[src/rtl/icache.sv]
// icache: direct-mapped, one-word-per-block, read-only instruction cache.
// Fetches that hit are answered in the same cycle. On a miss, the cache
// fetches the word from the instruction RAM port, then overwrites the line.
module icache #(
    parameter int SETS  = 16,
    parameter int IDX_W = $clog2(SETS),
    parameter int TAG_W = 32 - 2 - IDX_W
) (
    input  logic        CLK,
    input  logic        nRST,
    input  logic        imemREN,
    input  logic [31:0] imemaddr,
    output logic        ihit,
    output logic [31:0] imemload,
    output logic        iREN,
    output logic [31:0] iaddr,
    input  logic        iwait,
    input  logic [31:0] iload
);

    typedef enum logic {IDLE, FETCH} state_t;

    state_t state, next_state;

    logic [31:0]      miss_addr;
    logic [SETS-1:0]  valid;
    logic [TAG_W-1:0] tag_arr  [SETS];
    logic [31:0]      data_arr [SETS];

    logic [TAG_W-1:0] cur_tag;
    logic [IDX_W-1:0] cur_idx;
    logic [TAG_W-1:0] miss_tag;
    logic [IDX_W-1:0] miss_idx;
    logic             fill;
    logic             unused_addr_bits;

    // Byte-offset bits of the fetch address play no part in a word cache.
    assign unused_addr_bits = ^imemaddr[1:0];

    assign cur_tag  = imemaddr[31:2+IDX_W];
    assign cur_idx  = imemaddr[1+IDX_W:2];
    assign miss_tag = miss_addr[31:2+IDX_W];
    assign miss_idx = miss_addr[1+IDX_W:2];
    assign fill     = (state == FETCH) && !iwait;

    // Hit detection, fetch-side outputs and next-state selection.
    always_comb begin
        ihit       = 1'b0;
        imemload   = 32'h0;
        iREN       = 1'b0;
        iaddr      = 32'h0;
        next_state = state;
        case (state)
            IDLE: begin
                if (imemREN && valid[cur_idx] && (tag_arr[cur_idx] == cur_tag)) begin
                    ihit     = 1'b1;
                    imemload = data_arr[cur_idx];
                end else if (imemREN) begin
                    next_state = FETCH;
                end
            end
            FETCH: begin
                iREN  = 1'b1;
                iaddr = miss_addr;
                if (!iwait) begin
                    next_state = IDLE;
                end
            end
            default: next_state = IDLE;
        endcase
    end

    // State, captured miss address and valid bits; reset clears every line.
    always_ff @(posedge CLK or negedge nRST) begin
        if (!nRST) begin
            state     <= IDLE;
            miss_addr <= 32'h0;
            valid     <= '0;
        end else begin
            state <= next_state;
            if ((state == IDLE) && (next_state == FETCH)) begin
                miss_addr <= {imemaddr[31:2], 2'b00};
            end
            if (fill) begin
                valid[miss_idx] <= 1'b1;
            end
        end
    end

    // Tag and data storage; written only by a completed fill, never reset.
    always_ff @(posedge CLK) begin
        if (fill) begin
            tag_arr[miss_idx]  <= miss_tag;
            data_arr[miss_idx] <= iload;
        end
    end

endmodule
[config.mk]
export PLATFORM = sky130hd
export DESIGN_NAME = icache
export DESIGN_NICKNAME = d
export VERILOG_FILES = /design/src/rtl/icache.sv
export SDC_FILE = /design/constraint.sdc
export NUM_CORES = 1
export LEC_CHECK = 0
export BUFFER_PORTS_ARGS = -buffer_cell sky130_fd_sc_hd__buf_2
export CAP_MARGIN = 5
export CORE_ASPECT_RATIO = 0.6
export CORE_UTILIZATION = 61
export CTS_CLUSTER_SIZE = 30
export DETAILED_ROUTE_END_ITERATION = 10
export HOLD_SLACK_MARGIN = 0.03
export PLACE_DENSITY = 0.79
export SLEW_MARGIN = 20
export SYNTH_ARGS = -nofsm -noshare
export SYNTH_HDL_FRONTEND = slang
export SYNTH_SLANG_ARGS = --single-unit
[constraint.sdc]
create_clock -name CLK -period 8.1 [get_ports CLK]
set_input_delay 0.405 -clock CLK [delete_from_list [all_inputs] [get_ports CLK]]
set_output_delay 0.405 -clock CLK [all_outputs]
set_load 0.02 [all_outputs]
* Word-level counts from Yosys, hierarchy flattened
Memory sizes are Yosys's and may differ from the RTL's.
Index checks and enable logic that the tools add are counted.
** Cells by class
- Order comparisons :: 3
- Equality and inequality tests :: 1
- Multiplexer cells :: 16
- Bitwise logic cells :: 2
- Reductions and logical operators :: 6
** Operator list (number)
- 2-to-1 mux 32 bit :: 3
- == test 26 bit :: 1
- bitwise OR 16 bit :: 1
- < comparator 4 x 5 -> 1 bit (second input constant) :: 2
- 2-to-1 mux 1 bit :: 10
- logical AND 1 bit :: 5
- binary-select mux 1 bit (select 4 bit) :: 1
- demux 1 bit (select 4 bit) :: 1
- >= comparator 4 x 1 -> 1 bit (second input constant) :: 1
- one-hot mux 1 bit (2 select lines) :: 1
- logical NOT 1 bit :: 1
- NOT 1 bit :: 1
** Word-level totals
- Register bits :: 47
- Bits in writable memories :: 928
- Input port bits :: 68
- Output and inout port bits :: 66
- Logic and storage cells :: 33
- Memories :: 2
** Memories
- data_arr :: words 16, bits a word 32, rd ports 1, clocked after Yosys merged registers in 0, wr ports 1, RTL line 28 : logic [31:0] data_arr [SETS];
- tag_arr :: words 16, bits a word 26, rd ports 1, clocked after Yosys merged registers in 0, wr ports 1, RTL line 27 : logic [TAG_W-1:0] tag_arr [SETS];

* Longest topological paths before layout
- Depth in word-level cells :: 7
- Gate-level depth with buffers :: 14
- Mapped depth without buffers :: 8

* Worst setup path after synthesis
No wires, ideal clock.
- Path type :: register to register
- Start :: reg state
- End :: reg valid[0]
- Library setup time :: 0.089 ns
- Arrival :: 5.453 ns
- Data required time :: 8.011 ns
- Setup slack :: 2.558 ns
- Cell stages (with the launch flop) :: 5
- Buffers on the path :: 0
- Clock period less this slack :: 5.542 ns
- Cell sequence :: dfrtp_1 nand2b_1 or3_1 nor3_1 or2_2
** Between the ends
- Longest elaborated chain between the ends :: 1
** Ends and longest elaborated chain
- start: declaration :: RTL line 23 : state_t state, next_state;
- start signal: assignment :: RTL line 80 : state <= next_state;
- logical AND 1 bit :: RTL line 44 : assign fill = (state == FETCH) && !iwait;
- end signal: assignment :: RTL line 78 : valid <= '0;
- end signal: indexed assignment :: RTL line 85 : valid[miss_idx] <= 1'b1;
- end: declaration :: RTL line 26 : logic [SETS-1:0] valid;
No other way between the ends.
A chain may end at the register's enable or synchronous reset.

* Worst setup path after layout
- Start :: in imemaddr[2]
- End :: out imemload[0]
** Between the ends
- Longest elaborated chain between the ends :: 6
- Elaborated cells between the ends (all ways) :: 9
- Classes of those cells :: 1 x eq/ne; 4 x mux; 2 x reduce/logical; 2 x memory
** Ends and longest elaborated chain
- start: declaration :: RTL line 12 : input logic [31:0] imemaddr,
- parallel branches: the longest is 4 deep, another holds memory (16 x 26 bit)
- 2-to-1 mux 32 bit (*) :: RTL line 55 : if (imemREN && valid[cur_idx] && (tag_arr[cur_idx] == cur_tag)) begin
- 2-to-1 mux 32 bit (*) :: RTL line 53 : case (state)
- end: declaration :: RTL line 14 : output logic [31:0] imemload,
Mark *: on every way between the ends. The select of a mux whose other input is x is not followed.

==> metrics <==
Seq cells post-synth=975; final hold violations=0; initial antenna violation count=8; number of global-route vias before repair=slightly above 20000; r2r startpoint=tag_arr[11][13]; ANT nets after route=0; DR vias/cell=6.91; Flop pwr share=between 50% and 60%; startpoint types=primary input; CTS tree=done; TritonCTS buffer count=between 80 and 90; Final Cycle Share=approximately 70%; fin crit period=between 5 and 6 ns; Cell Rows=71; Worst-Margin Slew=1.19 ns; max-slew violation count=0; Finish-stage setup viols=0; max cap viols=0; die width=around 330 um; final clock skew=0.0223 ns; status=complete, no violations; Overflow after GRT=0; CP Max Fanout=between 80 and 90; Post-synth EDFFs=928; commonest non-fill, non-tap cells in the layout=edfxtp_1 (928), mux4_2 (217), buf_2 (126); core area=approximately 63000 sq um; switch share=approximately a quarter; Worst EP arrival=~5.4 ns; maximum VDD drop=roughly 180 uV; Psw=between 0.002 and 0.003 W; Max-slew headroom=20.7%; Main synth FF type=edfxtp_1; root buffer cell=clkbuf_16; drt wl/cell=between 30 and 40 um; CP startpoint=imemaddr[2]; htree depth=3; Design Area, Final=43500 sq um; most common cell after layout, fill and taps aside=edfxtp_1; cell count after placement=2858; Synthesis Warnings=0; DRC violations left=0; P_int=~0.0083 W; first-pass GRT wire length=~140000 um; Area Growth Syn to Fin=10.5%; largest net degree at the start of global routing=88; LEAKAGE=approximately 14 nW; Fmax achieved=about 170 MHz; Yosys cell types=67; Mapped Area=around 40000 sq um; PostCTS Resize Cnt=0; Avg Inst Size Synth=19.9 sq um; Non-Filler Instances=3013; clk slew on worst S/H paths=0.07 ns; drt total wl=approximately 95000 um; starting density of the core=between 60% and 70%; IO buf count=~130; fraction of layout cells with a size suffix above 1=~27%; die height=just under 200 um; power density over the cells=approximately 250 nW/um^2; Filler cells=between 3000 and 4000; CTS Buffer Depth=3; Final nets=between 2000 and 2500; io pins=about 130; unrepaired setup endpoints after global routing=no; via count=between 20000 and 25000; CP Capture Type=primary output; Post-DP Area=between 40000 and 50000 sq um; die area=between 60000 and 70000 sq um; FFs w/ async S/R, synth=4.82%; hold path start=imemaddr[29]; Crit Path Class=primary input to primary output; Post-CTS Hold Fix Bufs=2; postcts setup bufs=0; TNS Setup=0 ns; TritonRoute pass-1 iters=6; clock power share=around 35%; worst hold margin=between 0.07 and 0.08 ns; Post-Synthesis Cells=~2000; clk_lat worst skew=0.66 ns; clk sinks=around 980; Critical Path RT=about 7.7 ns; GPL Wtd Cong=0.919; min-delay worst type=primary input to flop; drt initial violations=slightly below 3000; Combinational Power Share=about 8.6%; Tot GR Track Use=between 20 and 30%; DPL Wire Length=49800 um; sequential area share after synthesis=about three quarters
==> power groups by stage <==
stage               registers (W)  logic (W)  clock network (W)
global placement          0.00614   0.000882                  0
CTS                       0.00607   0.000925            0.00387
floorplan                 0.00608   0.000607                  0
finish                    0.00608   0.000935            0.00384
detailed placement        0.00617   0.000915                  0
global route              0.00610   0.000988            0.00405
==> logic make-up (layout without fill, tap and decap cells) <==
family	count (synthesis)	count (layout)	share of synthesized area, %
other	1	9	0.00952
buffers and inverters	136	325	1.68
DFF	975	975	73.7
muxes	337	337	15.7
and+or+nand+nor	306	306	4.77
AOI/OAI and AO/OA	191	191	3.42
xor gates and xnor gates	31	31	0.689
==> final timing paths <==
path | endpoint | slack (ns) | cells past startpoint
worst max register to register | miss_addr[2] | 4.08 | 10
max in group asynchronous | miss_addr[9] | 7.17 | 3
worst min-delay path | miss_addr[29] | 0.07 | 3
worst min register to register | valid[10] | 0.47 | 1
min in group asynchronous | miss_addr[18] | 0.43 | 3
worst max-delay path | imemload[0] | 2.34 | 11
==> per-layer routing <==
layer	share of wire, %	vias up	GRT usage (%)	wire (um)
met3	10	241	6.98	9760
li1	-	8423	-	-
met2	47	1319	45.2	45300
met4	2.8	2	9.54	2710
met1	40	10847	43.1	37700
met5	0.014	-	0	13
==> critical path, cell delays in order <==
cell	delay (ns)
buf_8	0.63
buf_4	0.79
mux4_2	0.58
and3_1	0.19
a21oi_1	0.25
a211oi_1	0.17
a31oi_4	0.16
buf_4	0.53
nand4_4	0.82
nor3b_1	0.46
buf_2	0.22
==> cell usage after synthesis (all sizes together) (2+ instances only) <==
| library cell | number | area share [%] |
|---|---|---|
| o2bb2ai | 3 | 0.067 |
| and4 | 3 | 0.067 |
| xnor2 | 28 | 0.62 |
| a32o | 2 | 0.051 |
| nor2b | 8 | 0.13 |
| nor3 | 8 | 0.10 |
| a22oi | 22 | 0.42 |
| nand4 | 37 | 0.63 |
| a31oi | 33 | 0.52 |
| or2 | 17 | 0.27 |
| o2111ai | 2 | 0.044 |
| mux2 | 18 | 0.51 |
| o21ai | 35 | 0.44 |
| nor3b | 33 | 1.0 |
| nor2 | 30 | 0.29 |
| dfrtp | 47 | 3.0 |
| nand2b | 9 | 0.14 |
| buf | 64 | 0.99 |
| and2 | 66 | 1.0 |
| xor2 | 3 | 0.067 |
| a22o | 6 | 0.13 |
| a221oi | 11 | 0.24 |
| nand3 | 6 | 0.076 |
| nand2 | 72 | 0.69 |
| and3 | 5 | 0.079 |
| a41oi | 2 | 0.064 |
| mux4 | 222 | 13 |
| clkbuf | 65 | 0.62 |
| edfxtp | 928 | 71 |
| nor4 | 8 | 0.18 |
| a21o | 3 | 0.057 |
| a211oi | 7 | 0.15 |
| o221ai | 2 | 0.044 |
| a21oi | 10 | 0.13 |
| inv | 6 | 0.057 |
| a41o | 2 | 0.051 |
| o211a | 2 | 0.051 |
| mux2i | 97 | 2.5 |
| o211ai | 30 | 0.57 |
| o22ai | 9 | 0.14 |
==> metrics by stage <==
stage               worst slack (ns)  util [%]  total power (W)
floorplan                       2.56         -          0.00669
global placement                2.40      64.8          0.00702
detailed placement              2.29      64.8          0.00709
CTS                             2.26      68.8           0.0109
global route                    1.98      68.8           0.0111
finish                          2.34      68.8           0.0109
==> flip-flops by register name, indices dropped and copies added (netlist names) <==
signal     cells
tag_arr      416
valid         16
data_arr     512
miss_addr     30
state          1
==> layout make-up <==
cell class	instances	area (sq um)	area share (%)
clock buffers	122	2280	5.23
well taps	839	1050	2.41
diodes	7	17.5	0.0402
inverters	7	27.5	0.0632
flip-flops and latches	975	29000	66.7
clock inverters	24	253	0.581
repair buffers	172	1000	2.30
multi-input cells	867	9860	22.7
No activity file was read; power rests on OpenSTA's default activity.
